File: src/rtl/vga_pkg.sv
// Shared frame-buffer constants, pixel/bus payload types and writer FSM states
// for the VGA frame-buffer path.
package vga_pkg;

  localparam int unsigned FB_W      = 320;
  localparam int unsigned FB_H      = 240;
  localparam int unsigned FB_PIXELS = FB_W * FB_H;
  localparam int unsigned ADDR_W    = 17;
  localparam int unsigned DATA_W    = 12;
  localparam int unsigned CNT_W     = 10;
  localparam int unsigned XY_W      = CNT_W - 1;

  // RGB444 pixel
  typedef struct packed {
    logic [3:0] r;
    logic [3:0] g;
    logic [3:0] b;
  } pixel_t;

  // One RAM port operation
  typedef struct packed {
    logic              en;
    logic              we;
    logic [ADDR_W-1:0] addr;
    logic [DATA_W-1:0] wdata;
  } mem_req_t;

  typedef enum logic [1:0] {
    IDLE  = 2'd0,
    ISSUE = 2'd1,
    ACK   = 2'd2
  } wr_state_e;

endpackage

File: src/rtl/vga_fb_addr_gen.sv
// Buffer coordinate to linear RAM address: y*320 + x, built as y*256 + y*64 + x.
module vga_fb_addr_gen
  import vga_pkg::*;
(
  input  logic [XY_W-1:0]   i_x,
  input  logic [XY_W-1:0]   i_y,
  output logic [ADDR_W-1:0] o_addr_c
);

  logic [ADDR_W-1:0] w_y;
  logic [ADDR_W-1:0] w_x;

  assign w_y = ADDR_W'(i_y);
  assign w_x = ADDR_W'(i_x);

  always_comb begin
    o_addr_c = (w_y << 8) + (w_y << 6) + w_x;
  end

endmodule

File: src/rtl/vga_fb_arbiter.sv
// Shares the single pixel-RAM port between 2x2-doubled scan-out reads (even
// active columns) and a drawing writer (all other cycles), with registered outputs.
module vga_fb_arbiter
  import vga_pkg::*;
(
  input  logic              pclk,
  input  logic              reset,
  input  logic              valid,
  input  logic [CNT_W-1:0]  h_cnt,
  input  logic [CNT_W-1:0]  v_cnt,
  input  logic              wr_req,
  input  logic [ADDR_W-1:0] wr_addr,
  input  logic [DATA_W-1:0] wr_data,
  output logic              wr_ack,
  output logic              wr_drop,
  output logic              mem_en,
  output logic              mem_we,
  output logic [ADDR_W-1:0] mem_addr,
  output logic [DATA_W-1:0] mem_wdata,
  input  logic [DATA_W-1:0] mem_rdata,
  output logic [DATA_W-1:0] pix_data,
  output logic              pix_valid,
  output logic              frame_start
);

  wr_state_e         r_state;
  wr_state_e         w_state_nxt;
  mem_req_t          r_mem;
  mem_req_t          w_mem_nxt;
  logic              r_wr_ack;
  logic              w_wr_ack_nxt;
  logic              r_wr_drop;
  logic              w_wr_drop_nxt;
  logic              r_valid_d1;
  logic              r_pix_valid;
  logic              r_frame_start;
  pixel_t            r_pix;
  logic              w_disp_slot;
  logic              w_wr_in_range;
  logic              w_rd_live;
  logic [ADDR_W-1:0] w_rd_addr;

  assign w_disp_slot   = valid & ~h_cnt[0];
  assign w_wr_in_range = (wr_addr < ADDR_W'(FB_PIXELS));
  assign w_rd_live     = r_mem.en & ~r_mem.we;

  vga_fb_addr_gen u_addr_gen (
    .i_x      (h_cnt[CNT_W-1:1]),
    .i_y      (v_cnt[CNT_W-1:1]),
    .o_addr_c (w_rd_addr)
  );

  always_ff @(posedge pclk or posedge reset) begin
    if (reset) begin
      r_state <= IDLE;
    end else begin
      r_state <= w_state_nxt;
    end
  end

  // Slot arbitration and writer sequencing; a display slot never grants the writer
  always_comb begin
    w_state_nxt     = r_state;
    w_mem_nxt       = r_mem;
    w_mem_nxt.en    = 1'b0;
    w_mem_nxt.we    = 1'b0;
    w_wr_ack_nxt    = 1'b0;
    w_wr_drop_nxt   = 1'b0;
    case (r_state)
      IDLE: begin
        if (wr_req && !w_disp_slot) begin
          w_state_nxt = ISSUE;
          if (w_wr_in_range) begin
            w_mem_nxt.en    = 1'b1;
            w_mem_nxt.we    = 1'b1;
            w_mem_nxt.addr  = wr_addr;
            w_mem_nxt.wdata = wr_data;
          end
        end
      end
      ISSUE: begin
        w_state_nxt   = ACK;
        w_wr_ack_nxt  = 1'b1;
        w_wr_drop_nxt = ~w_wr_in_range;
      end
      ACK: begin
        // Held request is ignored here so it is not written twice
        w_state_nxt = IDLE;
      end
      default: begin
        w_state_nxt = IDLE;
      end
    endcase
    if (w_disp_slot) begin
      w_mem_nxt.en   = 1'b1;
      w_mem_nxt.we   = 1'b0;
      w_mem_nxt.addr = w_rd_addr;
    end
  end

  always_ff @(posedge pclk or posedge reset) begin
    if (reset) begin
      r_mem     <= '0;
      r_wr_ack  <= 1'b0;
      r_wr_drop <= 1'b0;
    end else begin
      r_mem     <= w_mem_nxt;
      r_wr_ack  <= w_wr_ack_nxt;
      r_wr_drop <= w_wr_drop_nxt;
    end
  end

  // Scan-out: capture read data once per even column, hold across the odd one
  always_ff @(posedge pclk or posedge reset) begin
    if (reset) begin
      r_valid_d1    <= 1'b0;
      r_pix_valid   <= 1'b0;
      r_pix         <= '0;
      r_frame_start <= 1'b0;
    end else begin
      r_valid_d1    <= valid;
      r_pix_valid   <= r_valid_d1;
      r_frame_start <= valid && (h_cnt == '0) && (v_cnt == '0);
      if (!r_valid_d1) begin
        r_pix <= '0;
      end else if (w_rd_live) begin
        r_pix <= pixel_t'(mem_rdata);
      end
    end
  end

  assign wr_ack      = r_wr_ack;
  assign wr_drop     = r_wr_drop;
  assign mem_en      = r_mem.en;
  assign mem_we      = r_mem.we;
  assign mem_addr    = r_mem.addr;
  assign mem_wdata   = r_mem.wdata;
  assign pix_data    = r_pix;
  assign pix_valid   = r_pix_valid;
  assign frame_start = r_frame_start;

endmodule
File: config.mk
export PLATFORM = sky130hd
export DESIGN_NAME = vga_fb_arbiter
export DESIGN_NICKNAME = d
export VERILOG_FILES = /design/src/rtl/vga_pkg.sv /design/src/rtl/vga_fb_addr_gen.sv /design/src/rtl/vga_fb_arbiter.sv
export SDC_FILE = /design/constraint.sdc
export NUM_CORES = 1
export LEC_CHECK = 0
export ABC_AREA = 1
export CAP_MARGIN = 20
export CORE_UTILIZATION = 44
export CTS_CLUSTER_DIAMETER = 60
export DETAILED_ROUTE_END_ITERATION = 10
export PLACE_DENSITY = 0.89
export REMOVE_ABC_BUFFERS = 1
export SLEW_MARGIN = 20
export SYNTH_ARGS = -nofsm -noshare
export SYNTH_HDL_FRONTEND = slang
export SYNTH_HIERARCHICAL = 1
export SYNTH_SLANG_ARGS = --single-unit
File: constraint.sdc
create_clock -name pclk -period 2 [get_ports pclk]
set_clock_uncertainty 0.05 [all_clocks]
set_input_delay 0.3 -clock pclk [delete_from_list [all_inputs] [get_ports pclk]]
set_output_delay 0.3 -clock pclk [all_outputs]
set_load 0.05 [all_outputs]
==> out/qor.csv <==
metric,value,unit
grt_pass1_vias,2883,
hold_buffers,0,
period_needed,1.94,ns
synth_edf_count,0,
synthTopCellsByArea,"dfrtp_1 43%, nand2_1 12%, nand3_1 8.8%, ha_1 7.4%, inv_1 5.2%",
ys_ff_latch,50,
nNetsFinal,561,
synth_top_area_share,43.3,%
hpwl,6.01,mm
wl_per_cell,14.8,um
p_leak,2.14,nW
cp.arrival,2.13,ns
syn_inst,352,
yosys-top-cells-count,"92 x nand2_1, 51 x nand3_1, 50 x dfrtp_1",
die_area,6900,um^2
fill_cells,475,
drc,0,
status,"finished, final reports clean",
gp_congestion,0.862,
drv_slew,0,
io_pins,112,
drtIter0Drc,104,
final.period_utilization,96.9,%
cts_buffer_depth,2,
setup-tns-final,0,ns
worstMarginPinSlew,0.995,ns
drive_gt1_share,16.1,%
antenna_found_initial,0,
hp-class,input pin to asynchronous set/reset pin,
finalSetupViolations,0,
ant_nets,0,
via_per_inst,5.26,
cts_tree,done,
drt-total-wl,8.24,mm
coreArea,6350,um^2
grt_pass1_wl,13.6,mm
cts-htree-levels,2,
rsz0062_at_grt,yes,
path_class,input pin to flip-flop,
power.total,0.00378,W
die_h,83.1,um
grt_use_total,24.0,%
cts_inserted_buffers,5,
fin_area,4450,um^2
vias,2920,
syn_avg_cell_area,8.21,um^2
yosysTopAreaCell,dfrtp_1,
die_x,83.1,um
syn_area,2890,um^2
row_count,29,
drv_cap,0,
required,2.19,ns
fmax,516,MHz
async_flop_share,100,%
hold_viol_final,0,
dr.pass1.iters,5,
cp_max_fo,3,
ir_drop,0.000622,V
gr-total-overflow,0,
initial_core_util,45.5,%
synth_most_common_cell,nand2_1,
synth_flop_cell,dfrtp_1,
cp-start-kind,input pin,
root_buffer,clkbuf_8,
endpoint_kind,flip-flop,
ys_warn_count,6,
yosysUniqueCellTypes,32,
postPlaceCellArea,4170,um^2
grt_max_degree,30,
n_antenna_cell,0,
fin_cells,555,
slew_headroom,32.9,%
io_buffers,111,
area_growth,54.0,%
p_per_area,849,nW/um^2
dpl.cell_count,546,
clock-sinks,50,
clock_latency,0.30,ns
clk_pin_slew_worst_paths,0.10,ns
seq_area_frac_synth,43.3,%
-- placed cells by master (no fill, tap or decap), types with 2 or more instances in the layout --
| master | instances |
|---|---|
| nand3_2 | 4 |
| dfrtp_1 | 50 |
| nand4_1 | 18 |
| inv_1 | 36 |
| o21ai_0 | 13 |
| nor3_1 | 2 |
| dlymetal6s2s_1 | 5 |
| nand3_1 | 49 |
| dlygate4sd2_1 | 2 |
| buf_4 | 24 |
| clkdlybuf4s15_1 | 3 |
| nand2_4 | 3 |
| ha_4 | 8 |
| nand2_2 | 7 |
| clkdlybuf4s50_1 | 101 |
| xor2_1 | 3 |
| fa_2 | 2 |
| ha_2 | 2 |
| nor2_4 | 2 |
| a21oi_2 | 3 |
| nand2_1 | 88 |
| inv_2 | 7 |
| a21oi_1 | 2 |
| nor2_1 | 18 |
| ha_1 | 7 |
| o21ai_4 | 2 |
| clkbuf_8 | 5 |
-- stage by stage --
step	setup slack [ns]	hold WS (ns)	util, %
after global placement	-0.564	0.412	65.7
after detailed placement	-0.624	0.414	65.7
after global routing	-0.0133	0.315	70.1
after CTS	0.00364	0.302	68.7
final	0.0617	0.286	70.1
after floorplan	-0.0214	0.281	-
-- worst paths after layout --
path                       startpoint      endpoint  slack, ns  cells past startpoint
max                          v_cnt[1]  mem_addr[10]       0.06                     10
min                             reset  mem_wdata[6]       0.29                      2
max reg2reg                    mem_we   pix_data[6]       0.34                      2
min reg2reg                r_state[1]        wr_ack       0.43                      1
max in group asynchronous       reset   pix_data[7]       1.09                      3
min in group pclk            v_cnt[5]   frame_start       0.35                      4
-- repair_timing --
| item | 4_1_cts | 5_1_grt |
|---|---|---|
| setup endpoints to repair | 8 | 7 |
| gates cloned | 0 | 0 |
| setup buffers | 1 | 0 |
| gates resized for setup | 18 | 20 |
| pin swaps | 12 | 9 |
-- critical path, cell delays in order --
cell	delay, ns
clkdlybuf4s15_1	0.19
inv_2	0.05
fa_2	0.61
inv_2	0.06
ha_4	0.26
nand3_1	0.09
nand3_2	0.12
xor2_1	0.27
nand2_1	0.09
nand3_1	0.08
-- per-layer routing --
metal  vias to the layer above  part of all wire [%]  GRT usage [%]
li1                       1383                     -              -
met1                      1385                    40           29.6
met2                       134                    52           43.8
met3                        18                   6.0           4.37
met4                         0                   2.3           5.02
met5                         -                     0              0
-- kinds of logic (layout without fill, tap and decap cells) --
family                   after synthesis  after routing  synth area share, %
AO/OA/AOI/OAI                         22             22                 4.68
flip-flops                            50             50                 43.3
XOR/XNOR                               4              4                 1.21
AND/OR/NAND/NOR                      195            195                 32.3
buffers and inverters                 62            188                 9.78
adder cells (fa/ha/maj)               19             19                 8.74
-- final cells by class --
| type | instances | area [um^2] | share of cell area (%) |
|---|---|---|---|
| inverters | 44 | 165 | 3.71 |
| well taps | 77 | 96.3 | 2.16 |
| repair buffers | 136 | 1320 | 29.7 |
| flip-flops and latches | 50 | 1250 | 28.1 |
| clock inverters | 3 | 43.8 | 0.984 |
| multi-input cells | 240 | 1500 | 33.8 |
| clock buffers | 5 | 68.8 | 1.55 |
-- power breakdown --
| group | internal [W] | leakage (nW) | switching, W |
|---|---|---|---|
| clock network | 0.000375 | 0.0585 | 0.000329 |
| logic | 0.000673 | 1.44 | 0.00112 |
| registers | 0.00118 | 0.637 | 0.0000986 |
-- registers in the layout, summed over array words and instances, names as in the netlist, 2 cells and up --
signal / flops
mem_addr: 17
mem_wdata: 12
pix_data: 12
r_state: 2
(Power assumes the default switching activity.)
